File: src/rtl/delay_arbiter_if.sv
`default_nettype none
// ============================================================================
// Module   : delay_arbiter_if
// Brief    : Requester/timer handshake bundle for the shared delay arbiter.
// Revision : 1.0 - initial release
// ============================================================================
interface delay_arbiter_if #(
    parameter int NUM_REQ = 4
);
    logic [NUM_REQ-1:0] req;
    logic [NUM_REQ-1:0] ack;
    logic [NUM_REQ-1:0] err;
    logic [1:0]         grant_id;
    logic               busy;
    logic               timer_en;
    logic               timer_done;

    // master: requesters plus the timer; slave: the arbiter itself
    modport master (
        output req, timer_done,
        input  ack, err, grant_id, busy, timer_en
    );

    modport slave (
        input  req, timer_done,
        output ack, err, grant_id, busy, timer_en
    );
endinterface
`default_nettype wire

File: src/rtl/delay_arbiter.sv
`default_nettype none
// ============================================================================
// Module   : delay_arbiter
// Brief    : Round-robin sharing of one delay timer with a done watchdog.
// Revision : 1.0 - initial release
// ============================================================================
module delay_arbiter #(
    parameter int          NUM_REQ = 4,
    parameter logic [25:0] TIMEOUT = 26'd50_000_100
) (
    input  wire logic        clk,
    input  wire logic        rst,
    delay_arbiter_if.slave   bus
);
    typedef enum logic [2:0] {
        S_IDLE  = 3'd0,
        S_ISSUE = 3'd1,
        S_WAIT  = 3'd2,
        S_ACK   = 3'd3,
        S_ERR   = 3'd4
    } state_t;

    state_t             state_q;
    logic [1:0]         last_grant_q;
    logic [1:0]         grant_q;
    logic [1:0]         grant_d;
    logic [25:0]        wd_q;
    logic               timer_en_q;
    logic               busy_q;
    logic [NUM_REQ-1:0] ack_q;
    logic [NUM_REQ-1:0] err_q;
    logic [1:0]         idx;
    logic               found;

    // Scan upward from the slot after the last grant; k == NUM_REQ wraps back
    // to last_grant itself, so a lone repeat requester is still served.
    always_comb begin
        grant_d = last_grant_q;
        found   = 1'b0;
        idx     = '0;
        for (int k = 1; k <= NUM_REQ; k++) begin
            idx = last_grant_q + 2'(k);
            if (!found && bus.req[idx]) begin
                grant_d = idx;
                found   = 1'b1;
            end
        end
    end

    always_ff @(posedge clk or negedge rst) begin
        if (!rst) begin
            state_q      <= S_IDLE;
            last_grant_q <= 2'd3;
            grant_q      <= 2'd0;
            wd_q         <= 26'd0;
            timer_en_q   <= 1'b0;
            busy_q       <= 1'b0;
            ack_q        <= '0;
            err_q        <= '0;
        end else begin
            timer_en_q <= 1'b0;
            ack_q      <= '0;
            err_q      <= '0;
            case (state_q)
                S_IDLE: begin
                    if (|bus.req) begin
                        grant_q    <= grant_d;
                        timer_en_q <= 1'b1;
                        busy_q     <= 1'b1;
                        state_q    <= S_ISSUE;
                    end
                end
                S_ISSUE: begin
                    wd_q    <= 26'd0;
                    state_q <= S_WAIT;
                end
                S_WAIT: begin
                    // done wins over an expiring watchdog in the same cycle
                    if (bus.timer_done) begin
                        ack_q   <= NUM_REQ'(1) << grant_q;
                        state_q <= S_ACK;
                    end else if (wd_q == TIMEOUT - 26'd1) begin
                        err_q   <= NUM_REQ'(1) << grant_q;
                        state_q <= S_ERR;
                    end else begin
                        wd_q <= wd_q + 26'd1;
                    end
                end
                S_ACK, S_ERR: begin
                    last_grant_q <= grant_q;
                    busy_q       <= 1'b0;
                    state_q      <= S_IDLE;
                end
                default: begin
                    busy_q  <= 1'b0;
                    state_q <= S_IDLE;
                end
            endcase
        end
    end

    assign bus.ack      = ack_q;
    assign bus.err      = err_q;
    assign bus.grant_id = grant_q;
    assign bus.busy     = busy_q;
    assign bus.timer_en = timer_en_q;
endmodule
`default_nettype wire
File: src/flat_wrapper.sv
// flat-port wrapper written by rule: the top's interface ports become plain ports
module delay_arbiter_flat 
#(
    parameter int          NUM_REQ = 4,
    parameter logic [25:0] TIMEOUT = 26'd50_000_100
)
  (clk, rst, bus_req, bus_timer_done, bus_ack, bus_err, bus_grant_id, bus_busy, bus_timer_en);
  delay_arbiter_if #(.NUM_REQ(NUM_REQ)) bus_i ();
  input  wire logic clk;
  input  wire logic rst;
  input wire logic [$bits(bus_i.req)-1:0] bus_req;
  input wire logic [$bits(bus_i.timer_done)-1:0] bus_timer_done;
  output wire logic [$bits(bus_i.ack)-1:0] bus_ack;
  output wire logic [$bits(bus_i.err)-1:0] bus_err;
  output wire logic [$bits(bus_i.grant_id)-1:0] bus_grant_id;
  output wire logic [$bits(bus_i.busy)-1:0] bus_busy;
  output wire logic [$bits(bus_i.timer_en)-1:0] bus_timer_en;
  assign bus_i.req = bus_req;
  assign bus_i.timer_done = bus_timer_done;
  assign bus_ack = bus_i.ack;
  assign bus_err = bus_i.err;
  assign bus_grant_id = bus_i.grant_id;
  assign bus_busy = bus_i.busy;
  assign bus_timer_en = bus_i.timer_en;
  delay_arbiter #(.NUM_REQ(NUM_REQ), .TIMEOUT(TIMEOUT)) u_core (.clk(clk), .rst(rst), .bus(bus_i));
endmodule
File: config.mk
export PLATFORM = sky130hd
export DESIGN_NAME = delay_arbiter_flat
export DESIGN_NICKNAME = d
export VERILOG_FILES = /design/src/rtl/delay_arbiter_if.sv /design/src/rtl/delay_arbiter.sv /design/src/flat_wrapper.sv
export SDC_FILE = /design/constraint.sdc
export NUM_CORES = 1
export LEC_CHECK = 0
export BUFFER_PORTS_ARGS = -buffer_cell sky130_fd_sc_hd__buf_2
export CELL_PAD_IN_SITES_DETAIL_PLACEMENT = 0
export CELL_PAD_IN_SITES_GLOBAL_PLACEMENT = 2
export CORE_MARGIN = 1
export CORE_UTILIZATION = 37
export DETAILED_ROUTE_END_ITERATION = 8
export PLACE_DENSITY_LB_ADDON = 0.1
export SYNTH_ARGS = -nofsm -noshare
export SYNTH_HDL_FRONTEND = slang
export SYNTH_SLANG_ARGS = --single-unit
File: constraint.sdc
create_clock -name clk -period 2.6 [get_ports clk]
set_clock_uncertainty 0.05 [all_clocks]
set_input_delay 0.13 -clock clk [delete_from_list [all_inputs] [get_ports clk]]
set_output_delay 0.13 -clock clk [all_outputs]
set_load 0.05 [all_outputs]
==> summary.md, run 1 <==
## Logic synthesis
- **Synth top area share** 42.64%
- **synth top area cells** sky130_fd_sc_hd__dfrtp_1 (43%), sky130_fd_sc_hd__or4_1 (5.9%), sky130_fd_sc_hd__o211ai_1 (5.6%)
- **EDFF count, synth** 0
- **mapped cell area** 2406 um2
- **number of warnings reported in the yosys synthesis log** 0
- **proportion of synthesized flip-flops having asynchronous set or reset** 100.0%
- **largest area contributor in the netlist** sky130_fd_sc_hd__dfrtp_1
- **net count of the mapped netlist** 266
- **mean instance size in the synthesized netlist** 9.326 um2
- **number of synthesized register bits** 43
- **sequential-to-total area share from yosys stat** 44.83%
- **Distinct cells, synth** 48
- **number of cells produced by synthesis** 258
- **Primary FF master, synth** sky130_fd_sc_hd__dfrtp_1

## Floorplan
- **initial standard-cell utilization of the core** 38.11%
- **Die X-Extent** 82.64 um
- **Placement Rows** 29
- **Top Ports** 19
- **Die Y-Extent** 82.64 um
- **die outline area** 6829 um2
- **Core Box Area** 6314 um2

## Critical path
- **startpoint-to-endpoint class of the critical path** flop to flop
- **Levels on crit path** 5
- **kind of cell adding the most delay to the critical path** simple AND/OR/NAND/NOR gates
- **Worst Path Buf+Inv** 1
- **CP Capture Type** flop
- **crit path launch type** flop
- **Slowest-stage cell, CP** sky130_fd_sc_hd__dfrtp_1
- **CP max stage delay** 0.54 ns
- **maximum fanout along the worst path** 24
- **cell-by-cell trace of the critical path** nor4b_4, o31ai_4, buf_4, or4_1, o21ai_1
- **CP arrival** 2.44 ns
- **worst r2r path cells** 5
- **required time of the critical path** 2.78 ns

## Status
- **status** complete, no violations

## Placed design
- **Placed Instances** 341
- **placement-stage worst setup slack** 0.3568 ns
- **final weighted congestion of routability-driven global placement** 0.7518
- **Detail Placement HPWL** 3.691 mm
- **area of placed instances** 2525 um2
- **I/O Buffers** 18

## Clocking
- **clock root buffer master** sky130_fd_sc_hd__clkbuf_8
- **Clock Tree Buf Depth** 2
- **number of buffers added by the clock tree synthesis step** 5
- **clock tree from TritonCTS** yes
- **hold bufs inserted after CTS** 1
- **number of gates resized after CTS** 0
- **number of H-tree levels** 2
- **CTS sink cnt** 43
- **Clock transition at path regs** 0.09 ns
- **buffer count from post-CTS setup fixing** 0
- **clock network latency to the later pin of the worst-skew pair** 0.30 ns

## Power and ir drop
- **Pleak** 1.179 nW
- **worst IR drop on VDD** 0.4580 mV
- **total power density per cell area** 783.7 nW/um2

## Timing
- **Slew @ Worst Pin** 0.9948 ns
- **setup TNS after final layout** 0 ns
- **Hold WS** 0.1258 ns
- **Pins Over Slew Limit** 0
- **RSZ-0062 raised after global routing** no
- **relative max-transition margin** 33.68%
- **time the final worst path needs with I/O delays and setup** 2.266 ns
- **Max Freq** 441.4 MHz
- **final period utilization** 87.14%
- **final setup margin** 0.3344 ns
- **final-report setup violation count** 0
- **Final Hold Violating Endpoints** 0

## Finish
- **net total in the final layout** 280
- **Multi-input gate area** 1181 um2
- **share of post-route cells with drive strength above 1** 16.85%
- **number of filler cells placed in the layout** 636
- **number of antenna cells inserted** 0
- **combined flip-flop and latch cell area** 1079 um2
- **Final Instance Area** 2628 um2
- **Area Overhead vs Synth** 9.204%
- **non-filler instance count after layout** 350

## Global route
- **maximum number of pins on one net before global-route repair** 44
- **residual overflow from global routing** 0
- **number of antenna violations at the first check in global routing** 0
- **wire length of the first global-routing pass** 9.287 mm
- **vias in the first global route** 1,792
- **All-Layer GR Usage** 18.08%

## Routing
- **average wire per cell in the routed design** 16.04 um
- **remaining number of nets flagged by the antenna check after routing** 0
- **routed via count** 1,978
- **via density per instance** 5.651
- **Initial DRC Count** 85
- **detailed-router iteration count before antenna repair** 4
- **drt drc** 0
- **overall routed net length** 5.613 mm

## Flow run
- **max-cap viol count** 0

## Hold path
- **Tightest Hold Check Type** input pin to flop
- **Hold Crit Depth** 3

## flip-flops by register name, summed over array words and instances, names as in the netlist
register             count
u_core.wd_q             26
u_core.bus.ack           4
u_core.bus.err           4
u_core.state_q           3
u_core.bus.grant_id      2
u_core.last_grant_q      2
u_core.bus.busy          1
u_core.bus.timer_en      1
## placed cells by master, fill, tap and decap left out, drive strengths merged, types with 3 or more instances in the layout
cell type and instances:
o21ai 9, inv 8, a21oi 11, nor2 18, nand4 8, nand3 21
and4 4, o22ai 3, nand2 32, and3 6, nor3 5, or4 20
buf 25, clkbuf 5, nor4 7, or3 3, o211ai 18, and2 3
dfrtp 41
## worst min-delay path, delay by kind of cell
family	cells	cell delay (ns)
compound gates	2	0.19
buf+inv	1	0.12
## per-stage QoR
stage | total power, mW | util, %
after floorplan | 1.435 | -
after global placement | 1.627 | 39.99
after detailed placement | 1.631 | 39.99
after CTS | 2.093 | 41.62
after global routing | 2.222 | 41.62
final | 2.059 | 41.62
## cells by family after synthesis
kind of cell / Yosys count / synth area share (%)
adder cells (fa/ha/maj): 1 / 0.5199
AND/OR/NAND/NOR: 137 / 34.01
buffers and inverters: 26 / 6.448
flip-flops: 43 / 44.83
AO/OA/AOI/OAI: 48 / 13.00
multiplexers: 2 / 0.8321
XOR/XNOR: 1 / 0.3641
## routing by layer
layer | up-vias | global-route usage (%) | routed length, um
met5 | - | 0 | 0
met4 | 0 | 4.655 | 40
met3 | 4 | 4.286 | 112
met2 | 18 | 25.16 | 2331
met1 | 958 | 27.43 | 3129
li1 | 998 | - | -
## area by class of cell
type                            count  share of cell area [%]
Multi-Input combinational cell    189                   44.95
Tap cell                           77                   3.667
Sequential cell                    43                   41.05
Timing Repair Buffer               26                   5.810
Clock buffer                        5                   2.619
Clock inverter                      3                  0.9048
Inverter                            7                   1.000
## cell usage after synthesis, drive strengths merged, types with 2 or more instances
library cell / count
dfrtp: 41
nand2: 32
nand3: 21
or4: 20
nor2: 18
o211ai: 18
a21oi: 11
buf: 11
o21ai: 9
clkbuf: 8
nand4: 8
inv: 7
nor4: 7
and3: 6
nor3: 5
and4: 4
and2: 3
o22ai: 3
or3: 3
dfstp: 2
mux2i: 2
nand2b: 2
nor4b: 2
o21bai: 2
o31ai: 2
## power by group
| part | total [mW] | leakage, nW | internal, mW | switching, mW |
|---|---|---|---|---|
| sequential | 0.879 | 0.579 | 0.762 | 0.117 |
| clock | 0.448 | 0.0408 | 0.192 | 0.256 |
| combinational | 0.732 | 0.559 | 0.230 | 0.502 |
| total | 2.06 | 1.18 | 1.18 | 0.875 |
## worst paths after layout
check,from,end,slack [ns]
max,u_core.state_q[0],u_core.wd_q[13],0.33
min,bus_req[2],u_core.bus.grant_id[1],0.13
max reg2reg,u_core.state_q[0],u_core.wd_q[13],0.33
min reg2reg,u_core.wd_q[0],u_core.wd_q[0],0.50
max in group asynchronous,rst,u_core.bus.grant_id[0],1.41
min in group asynchronous,rst,u_core.wd_q[3],0.48
Power figures use the tool's default switching activity.
==> inputs of run 2 (changes only) <==
--- a/config.mk
+++ b/config.mk
@@ -5,13 +5,14 @@
 export SDC_FILE = /design/constraint.sdc
 export NUM_CORES = 1
 export LEC_CHECK = 0
-export BUFFER_PORTS_ARGS = -buffer_cell sky130_fd_sc_hd__buf_2
+export BUFFER_PORTS_ARGS = -buffer_cell sky130_fd_sc_hd__buf_4
 export CELL_PAD_IN_SITES_DETAIL_PLACEMENT = 0
 export CELL_PAD_IN_SITES_GLOBAL_PLACEMENT = 2
 export CORE_MARGIN = 1
-export CORE_UTILIZATION = 37
+export CORE_UTILIZATION = 34
 export DETAILED_ROUTE_END_ITERATION = 8
 export PLACE_DENSITY_LB_ADDON = 0.1
+export RECOVER_POWER = 50
 export SYNTH_ARGS = -nofsm -noshare
 export SYNTH_HDL_FRONTEND = slang
 export SYNTH_SLANG_ARGS = --single-unit
==> constraint.sdc (replaced) <==
create_clock -name clk -period 2 [get_ports clk]
set_clock_uncertainty 0.05 [all_clocks]
set_input_delay 0.1 -clock clk [delete_from_list [all_inputs] [get_ports clk]]
set_output_delay 0.1 -clock clk [all_outputs]
set_load 0.05 [all_outputs]
==> run 2 against run 1 <==
Net effect:
- the run now ends with negative setup slack left
- utilization increased by 3.5 points
- worst hold slack got worse by 0.035 ns
- via count increased by 6.8%
- critical path depth increased by 3
- design area increased by 17%
- clock power increased by 60%
- first-iteration DRC count increased by 22%
- wire length increased by 13%
- cell count increased by 14%
- sequential power increased by 29%
- count of clock-buffer cells in the layout increased by 1
- highest routed layer unchanged
==> summary.md, run 2 (synthesis gave the netlist of run 1 again) <==
## Critical path
- **startpoint-to-endpoint class of the critical path** flop to flop
- **cell-by-cell trace of the critical path** ha_2, and4b_1, nand4_1, o31ai_4, buf_12, clkbuf_16, or4_1, nand2_1
- **required time of the critical path** 2.19 ns, -0.59 ns
- **Slowest-stage cell, CP** sky130_fd_sc_hd__or4_1
- **CP arrival** 2.25 ns, -0.19 ns
- **crit path launch type** flop
- **CP max stage delay** 0.47 ns, -0.07 ns
- **maximum fanout along the worst path** 7, -71%
- **Crit. Startpoint** u_core.wd_q[1]
- **CP Capture Type** flop
- **Reg2Reg Launch Point** u_core.wd_q[1]

## Finish
- **most common library cell in the layout ignoring fill and taps** sky130_fd_sc_hd__buf_4
- **commonest cells after routing, fill and taps aside** sky130_fd_sc_hd__buf_4 (44), sky130_fd_sc_hd__dfrtp_1 (40), sky130_fd_sc_hd__nand2_1 (25), sky130_fd_sc_hd__nand3_1 (21)
- **fin util** 45.13%, +3.5 points
- **share of post-route cells with drive strength above 1** 31.79%, +15 points
- **net total in the final layout** 309, +10%
- **register with the most flip-flops** u_core.wd_q
- **number of antenna cells inserted** 0, unchanged
- **number of filler cells placed in the layout** 684, +7.5%
- **Area Overhead vs Synth** 28.13%
- **flip-flop count of the largest register after layout** 26, unchanged

## Status
- **violated checks** negative setup slack
- **status** complete, but fails checks

## Timing
- **time the final worst path needs with I/O delays and setup** 2.063 ns, -0.2021 ns
- **RSZ-0062 raised after global routing** yes
- **final period utilization** 103.2%, +16 points
- **relative max-transition margin** 26.98%, -6.7 points
- **Pins Over Slew Limit** 0, unchanged
- **Final Hold Violating Endpoints** 0, unchanged
- **final setup margin** -0.06343 ns, -0.3979 ns
- **final-report setup violation count** 11, +11
- **Slew @ Worst Pin** 1.095 ns, +0.1005 ns
- **Max Freq** 484.6 MHz, +9.8%

## Global route
- **All-Layer GR Usage** 17.73%, -0.35 points
- **number of antenna violations at the first check in global routing** 0, unchanged
- **maximum number of pins on one net before global-route repair** 44, unchanged
- **wire length of the first global-routing pass** 10.23 mm, +10%
- **vias in the first global route** 1,986, +11%
- **residual overflow from global routing** 0, unchanged

## Clocking
- **number of buffers added by the clock tree synthesis step** 5, unchanged
- **CTS sink cnt** 43, unchanged
- **Clock Tree Buf Depth** 2, unchanged
- **number of H-tree levels** 2, unchanged
- **clock network latency to the later pin of the worst-skew pair** 0.29 ns, about the same
- **clock tree from TritonCTS** yes
- **Clock transition at path regs** 0.08 ns, about the same
- **clock root buffer master** sky130_fd_sc_hd__clkbuf_8

## Power and ir drop
- **Pleak** 1.398 nW, +19%
- **total power density per cell area** 994.9 nW/um2, +27%
- **worst IR drop on VDD** 0.8062 mV, +76%

## Placed design
- **Detail Placement HPWL** 4.125 mm, +12%
- **placement-stage worst setup slack** -0.009020 ns, -0.3658 ns
- **I/O Buffers** 18, unchanged
- **final weighted congestion of routability-driven global placement** 0.7616, +1.3%

## Routing
- **average wire per cell in the routed design** 15.97 um, -0.39%
- **overall routed net length** 6.358 mm, +13%
- **routed via count** 2,113, +6.8%
- **detailed-router iteration count before antenna repair** 4, unchanged
- **drt drc** 0, unchanged
- **Initial DRC Count** 104, +22%
- **remaining number of nets flagged by the antenna check after routing** 0, unchanged
- **via density per instance** 5.309, -6.1%

## Floorplan
- **initial standard-cell utilization of the core** 35.22%, -2.9 points
- **Placement Rows** 30, +3.4%
- **die outline area** 7417 um2, +8.6%
- **Die X-Extent** 86.12 um, +4.2%
- **Core Box Area** 6832 um2, +8.2%
- **Top Ports** 19, unchanged
- **Die Y-Extent** 86.12 um, +4.2%

## Hold path
- **Tightest Hold Check Type** input pin to flop
- **critical hold path startpoint** bus_timer_done

## Flow run
- **max-cap viol count** 0, unchanged

run 2: changes by cell type in the layout (fill, tap and decap cells not counted), moves of 2 or more:
cell,delta
sky130_fd_sc_hd__buf_4,+37
sky130_fd_sc_hd__buf_2,-18
sky130_fd_sc_hd__nand2_1,-7
sky130_fd_sc_hd__nand2_2,+7
sky130_fd_sc_hd__or4_1,-7
sky130_fd_sc_hd__or4_4,+7
sky130_fd_sc_hd__buf_6,+4
sky130_fd_sc_hd__buf_12,+2
sky130_fd_sc_hd__clkbuf_16,+2
sky130_fd_sc_hd__clkinvlp_4,-2
run 2: cell type report:
| class | instances | area [um2] | share of cell area (%) |
|---|---|---|---|
| Clock inverter | 2 | 35.03 | 1.136 |
| Clock buffer | 6 | 82.58 | 2.679 |
| Tap cell | 96 | 120.1 | 3.896 |
| Inverter | 7 | 26.28 | 0.8523 |
| Multi-Input combinational cell | 190 | 1259 | 40.83 |
| Timing Repair Buffer | 54 | 480.5 | 15.58 |
| Sequential cell | 43 | 1080 | 35.02 |
run 2: worst max-delay path: cells and delay by family (launching register included):
kind,cells,cell delay [ns]
adder cells (fa/ha/maj),1,0.21
AO/OA/AOI/OAI,1,0.10
buffers and inverters,2,0.32
flip-flops,1,0.40
AND/OR/NAND/NOR,4,0.91
run 2: layer usage:
layer  vias up  share of wire (%)  global-route usage [%]  routed length, um
li1       1054                  -                       -                  -
met1      1030                 54                   26.61               3410
met2        22                 43                   26.33               2762
met3         7                1.9                   3.176                120
met4         0                1.0                   4.091                 65
met5         -                  0                       0                  0
run 2: worst paths after layout:
path,endpoint,slack [ns],depth (start not counted)
min reg2reg,u_core.wd_q[7],0.51,2
min,u_core.state_q[0],0.09,3
max in group asynchronous,u_core.wd_q[3],0.68,2
min in group asynchronous,u_core.wd_q[17],0.49,2
max reg2reg,u_core.wd_q[12],-0.06,8
max,u_core.wd_q[12],-0.06,8
run 2: what timing repair did:
action	4_1_cts	5_1_grt
hold buffers	1	0
setup endpoints to repair	11	26
pin swaps	1	29
cloned	0	4
setup buffers	0	2
endpoints found under the hold margin	41	0
resized for setup	1	24
run 2: power by group:
part	switching (mW)	internal [mW]	total, mW
Clock	0.311	0.405	0.715
Sequential	0.135	0.991	1.13
Combinational	0.744	0.482	1.23
Total	1.19	1.88	3.07
run 2: per-stage QoR:
stage          setup TNS (ns)  hold slack, ns  power (mW)  instance area, um2  instances
2_1_floorplan               0         -0.2456       1.866                2406        258
3_3_place_gp                0         0.09170       2.248                2779        383
3_5_place_dp         -0.01755         0.08782       2.240                2779        383
4_1_cts                     0         0.08876       2.965                2908        392
5_1_grt                -1.502          0.1054       3.269                3083        398
6_report              -0.4565         0.09110       3.067                3083        398
==> inputs of run 3 (changes only) <==
--- a/config.mk
+++ b/config.mk
@@ -13,6 +13,7 @@
 export DETAILED_ROUTE_END_ITERATION = 8
 export PLACE_DENSITY_LB_ADDON = 0.1
 export RECOVER_POWER = 50
+export REMOVE_ABC_BUFFERS = 1
 export SYNTH_ARGS = -nofsm -noshare
 export SYNTH_HDL_FRONTEND = slang
 export SYNTH_SLANG_ARGS = --single-unit
==> run 3 against run 2 <==
Net effect:
- the flow still finishes with violations (negative setup slack)
- register-to-register slack improved by 0.04 ns
- flip-flop and latch count unchanged
- via count grew 0.62%
- fmax is 2.0% higher
- cell count grew 3.8%
- die area unchanged
- wire length is 2.3% higher
- setup slack better by 0.040 ns
- clock power is 16% lower
- critical path type unchanged
- critical endpoint is now u_core.wd_q[5]
==> summary.md, run 3 (synthesis gave the netlist of run 1 again) <==
## Status
- **status** complete, but fails checks
- **violated checks** negative setup slack

## Timing
- **relative max-transition margin** 26.16%, -0.83 points
- **Final Hold Violating Endpoints** 0, unchanged
- **RSZ-0062 raised after global routing** yes
- **final setup margin** -0.02306 ns, +0.04037 ns
- **Pins Over Slew Limit** 0, unchanged
- **Hold WS** 0.05633 ns, -0.03478 ns
- **final period utilization** 101.2%, -2.0 points
- **Max Freq** 494.3 MHz, +2.0%
- **Slew @ Worst Pin** 1.108 ns, +0.01240 ns
- **final-report setup violation count** 9, -2
- **time the final worst path needs with I/O delays and setup** 2.023 ns, -0.04037 ns

## Global route
- **All-Layer GR Usage** 18.20%, +0.47 points
- **maximum number of pins on one net before global-route repair** 44, unchanged
- **residual overflow from global routing** 0, unchanged
- **met1 usage** 28.26%, +1.7 points
- **met3 usage in global routing** 3.465%, +0.29 points
- **number of antenna violations at the first check in global routing** 0, unchanged
- **most utilized layer in the global route result** met1
- **met2 Use GR** 26.12%, -0.22 points
- **vias in the first global route** 1,984, -0.10%
- **wire length of the first global-routing pass** 10.33 mm, +1.0%

## Hold path
- **Hold Crit Depth** 3, unchanged
- **Tightest Hold Check Type** input pin to flop
- **capture endpoint of the worst hold path** u_core.bus.grant_id[1]
- **critical hold path startpoint** bus_req[2]

## Placed design
- **Placed Instances** 390, +1.8%
- **Detail Placement HPWL** 4.400 mm, +6.7%
- **I/O Buffers** 18, unchanged
- **final weighted congestion of routability-driven global placement** 0.7898, +3.7%
- **placement-stage worst setup slack** -0.02670 ns, -0.01768 ns
- **area of placed instances** 2831 um2, +1.9%

## Clocking
- **clock network latency to the later pin of the worst-skew pair** 0.31 ns, +0.02 ns
- **clock root buffer master** sky130_fd_sc_hd__clkbuf_8
- **number of buffers added by the clock tree synthesis step** 5, unchanged
- **clock tree from TritonCTS** yes
- **CTS sink cnt** 43, unchanged
- **number of H-tree levels** 2, unchanged
- **Clock transition at path regs** 0.10 ns, +0.02 ns
- **Clock Tree Buf Depth** 2, unchanged

## Floorplan
- **Die Y-Extent** 86.12 um, unchanged
- **die outline area** 7417 um2, unchanged
- **Placement Rows** 30, unchanged
- **initial standard-cell utilization of the core** 35.22%, unchanged
- **Core Box Area** 6832 um2, unchanged
- **Die X-Extent** 86.12 um, unchanged
- **Top Ports** 19, unchanged

## Critical path
- **worst r2r path cells** 8, unchanged
- **crit path launch type** flop
- **startpoint-to-endpoint class of the critical path** flop to flop
- **CP arrival** 2.23 ns, -0.02 ns
- **Reg2Reg Launch Point** u_core.wd_q[1]
- **register-to-register path setup slack** -0.02 ns, +0.04 ns
- **Worst R2R End** u_core.wd_q[5]
- **CP Capture Type** flop
- **required time of the critical path** 2.21 ns, +0.02 ns
- **maximum fanout along the worst path** 7, unchanged
- **Crit. Startpoint** u_core.wd_q[1]

## Routing
- **routed via count** 2,126, +0.62%
- **Initial DRC Count** 81, -22%
- **via density per instance** 5.148, -3.0%
- **average wire per cell in the routed design** 15.75 um, -1.4%
- **drt drc** 0, unchanged
- **detailed-router iteration count before antenna repair** 4, unchanged
- **overall routed net length** 6.505 mm, +2.3%
- **remaining number of nets flagged by the antenna check after routing** 0, unchanged

## Finish
- **most common library cell in the layout ignoring fill and taps** sky130_fd_sc_hd__buf_4
- **number of antenna cells inserted** 0, unchanged
- **Area Overhead vs Synth** 31.25%
- **net total in the final layout** 324, +4.9%
- **share of post-route cells with drive strength above 1** 33.44%, +1.7 points
- **register with the most flip-flops** u_core.wd_q
- **flip-flop count of the largest register after layout** 26, unchanged
- **Final Instance Area** 3158 um2, +2.4%
- **number of filler cells placed in the layout** 678, -0.88%
- **non-filler instance count after layout** 413, +3.8%
- **commonest cells after routing, fill and taps aside** sky130_fd_sc_hd__buf_4 (59), sky130_fd_sc_hd__dfrtp_1 (41), sky130_fd_sc_hd__nand2_1 (28), sky130_fd_sc_hd__nand3_1 (21)

## Power and ir drop
- **Pleak** 1.440 nW, +3.0%
- **total power density per cell area** 944.9 nW/um2, -5.0%
- **worst IR drop on VDD** 0.5998 mV, -26%
- **Tot Pwr** 2.984 mW, -2.7%

## Flow run
- **max-cap viol count** 0, unchanged

## run 3: cell types whose count changed in the layout (fill, tap and decap cells not counted), moves of 2 or more
cell / delta
sky130_fd_sc_hd__clkinvlp_4: +2
sky130_fd_sc_hd__nor4_2: +2
sky130_fd_sc_hd__buf_4: +15
sky130_fd_sc_hd__or4_1: +2
sky130_fd_sc_hd__nand2_2: -3
sky130_fd_sc_hd__nor4_1: -3
sky130_fd_sc_hd__nand2_1: +3
## run 3: cell type report
type,instances,area [um2],area share (%)
clock inverters,3,23.77,0.7528
repair buffers,69,574.3,18.19
clock buffers,5,68.82,2.179
inverters,7,26.28,0.8320
multi-input cells,190,1266,40.09
well taps,96,120.1,3.803
flip-flops and latches,43,1079,34.15
## run 3: power by group
| group | total (mW) | switching [mW] | internal [mW] |
|---|---|---|---|
| clock | 0.598 | 0.348 | 0.250 |
| combinational | 1.27 | 0.760 | 0.508 |
| sequential | 1.12 | 0.127 | 0.991 |
## run 3: repair_timing
| item | 4_1_cts | 5_1_grt |
|---|---|---|
| hold buffers | 1 | 0 |
| gates cloned | 1 | 1 |
| pin swaps | 2 | 27 |
| gates resized for setup | 1 | 27 |
| buffers inserted | 0 | 13 |
| endpoints found under the hold margin | 41 | 0 |
| endpoints found under the setup margin | 11 | 25 |
## run 3: worst max-delay path: stages (launching register included)
cell and delay [ns]:
sky130_fd_sc_hd__dfrtp_1 0.40, sky130_fd_sc_hd__ha_2 0.19, sky130_fd_sc_hd__and4b_1 0.19, sky130_fd_sc_hd__nand4_1 0.18
sky130_fd_sc_hd__o31ai_4 0.11, sky130_fd_sc_hd__buf_6 0.17, sky130_fd_sc_hd__clkbuf_16 0.15, sky130_fd_sc_hd__or4_1 0.46
sky130_fd_sc_hd__nand2_1 0.07
## run 3: metal layers
metal | wire, um | vias up | share of wire, %
met5 | 0 | - | 0
met4 | 25 | 0 | 0.38
met3 | 112 | 2 | 1.7
met2 | 2827 | 19 | 43
met1 | 3540 | 1023 | 54
li1 | - | 1082 | -
## run 3: worst max-delay path by stage
stage                                 end  slack, ns  cells past startpoint
after floorplan            u_core.wd_q[7]      -0.79                      6
after global placement    u_core.wd_q[10]      -0.03                      8
after detailed placement   u_core.wd_q[3]      -0.03                      6
after CTS                  u_core.wd_q[3]      -0.02                      7
after global routing      u_core.wd_q[13]      -0.09                      8
final                      u_core.wd_q[5]      -0.02                      8
## run 3: through the flow
stage | setup TNS (ns) | utilization, %
2_1_floorplan | -17.14 | -
3_3_place_gp | -0.06142 | 41.45
3_5_place_dp | -0.09805 | 41.45
4_1_cts | -0.1116 | 43.15
5_1_grt | -0.9044 | 46.23
6_report | -0.08923 | 46.23
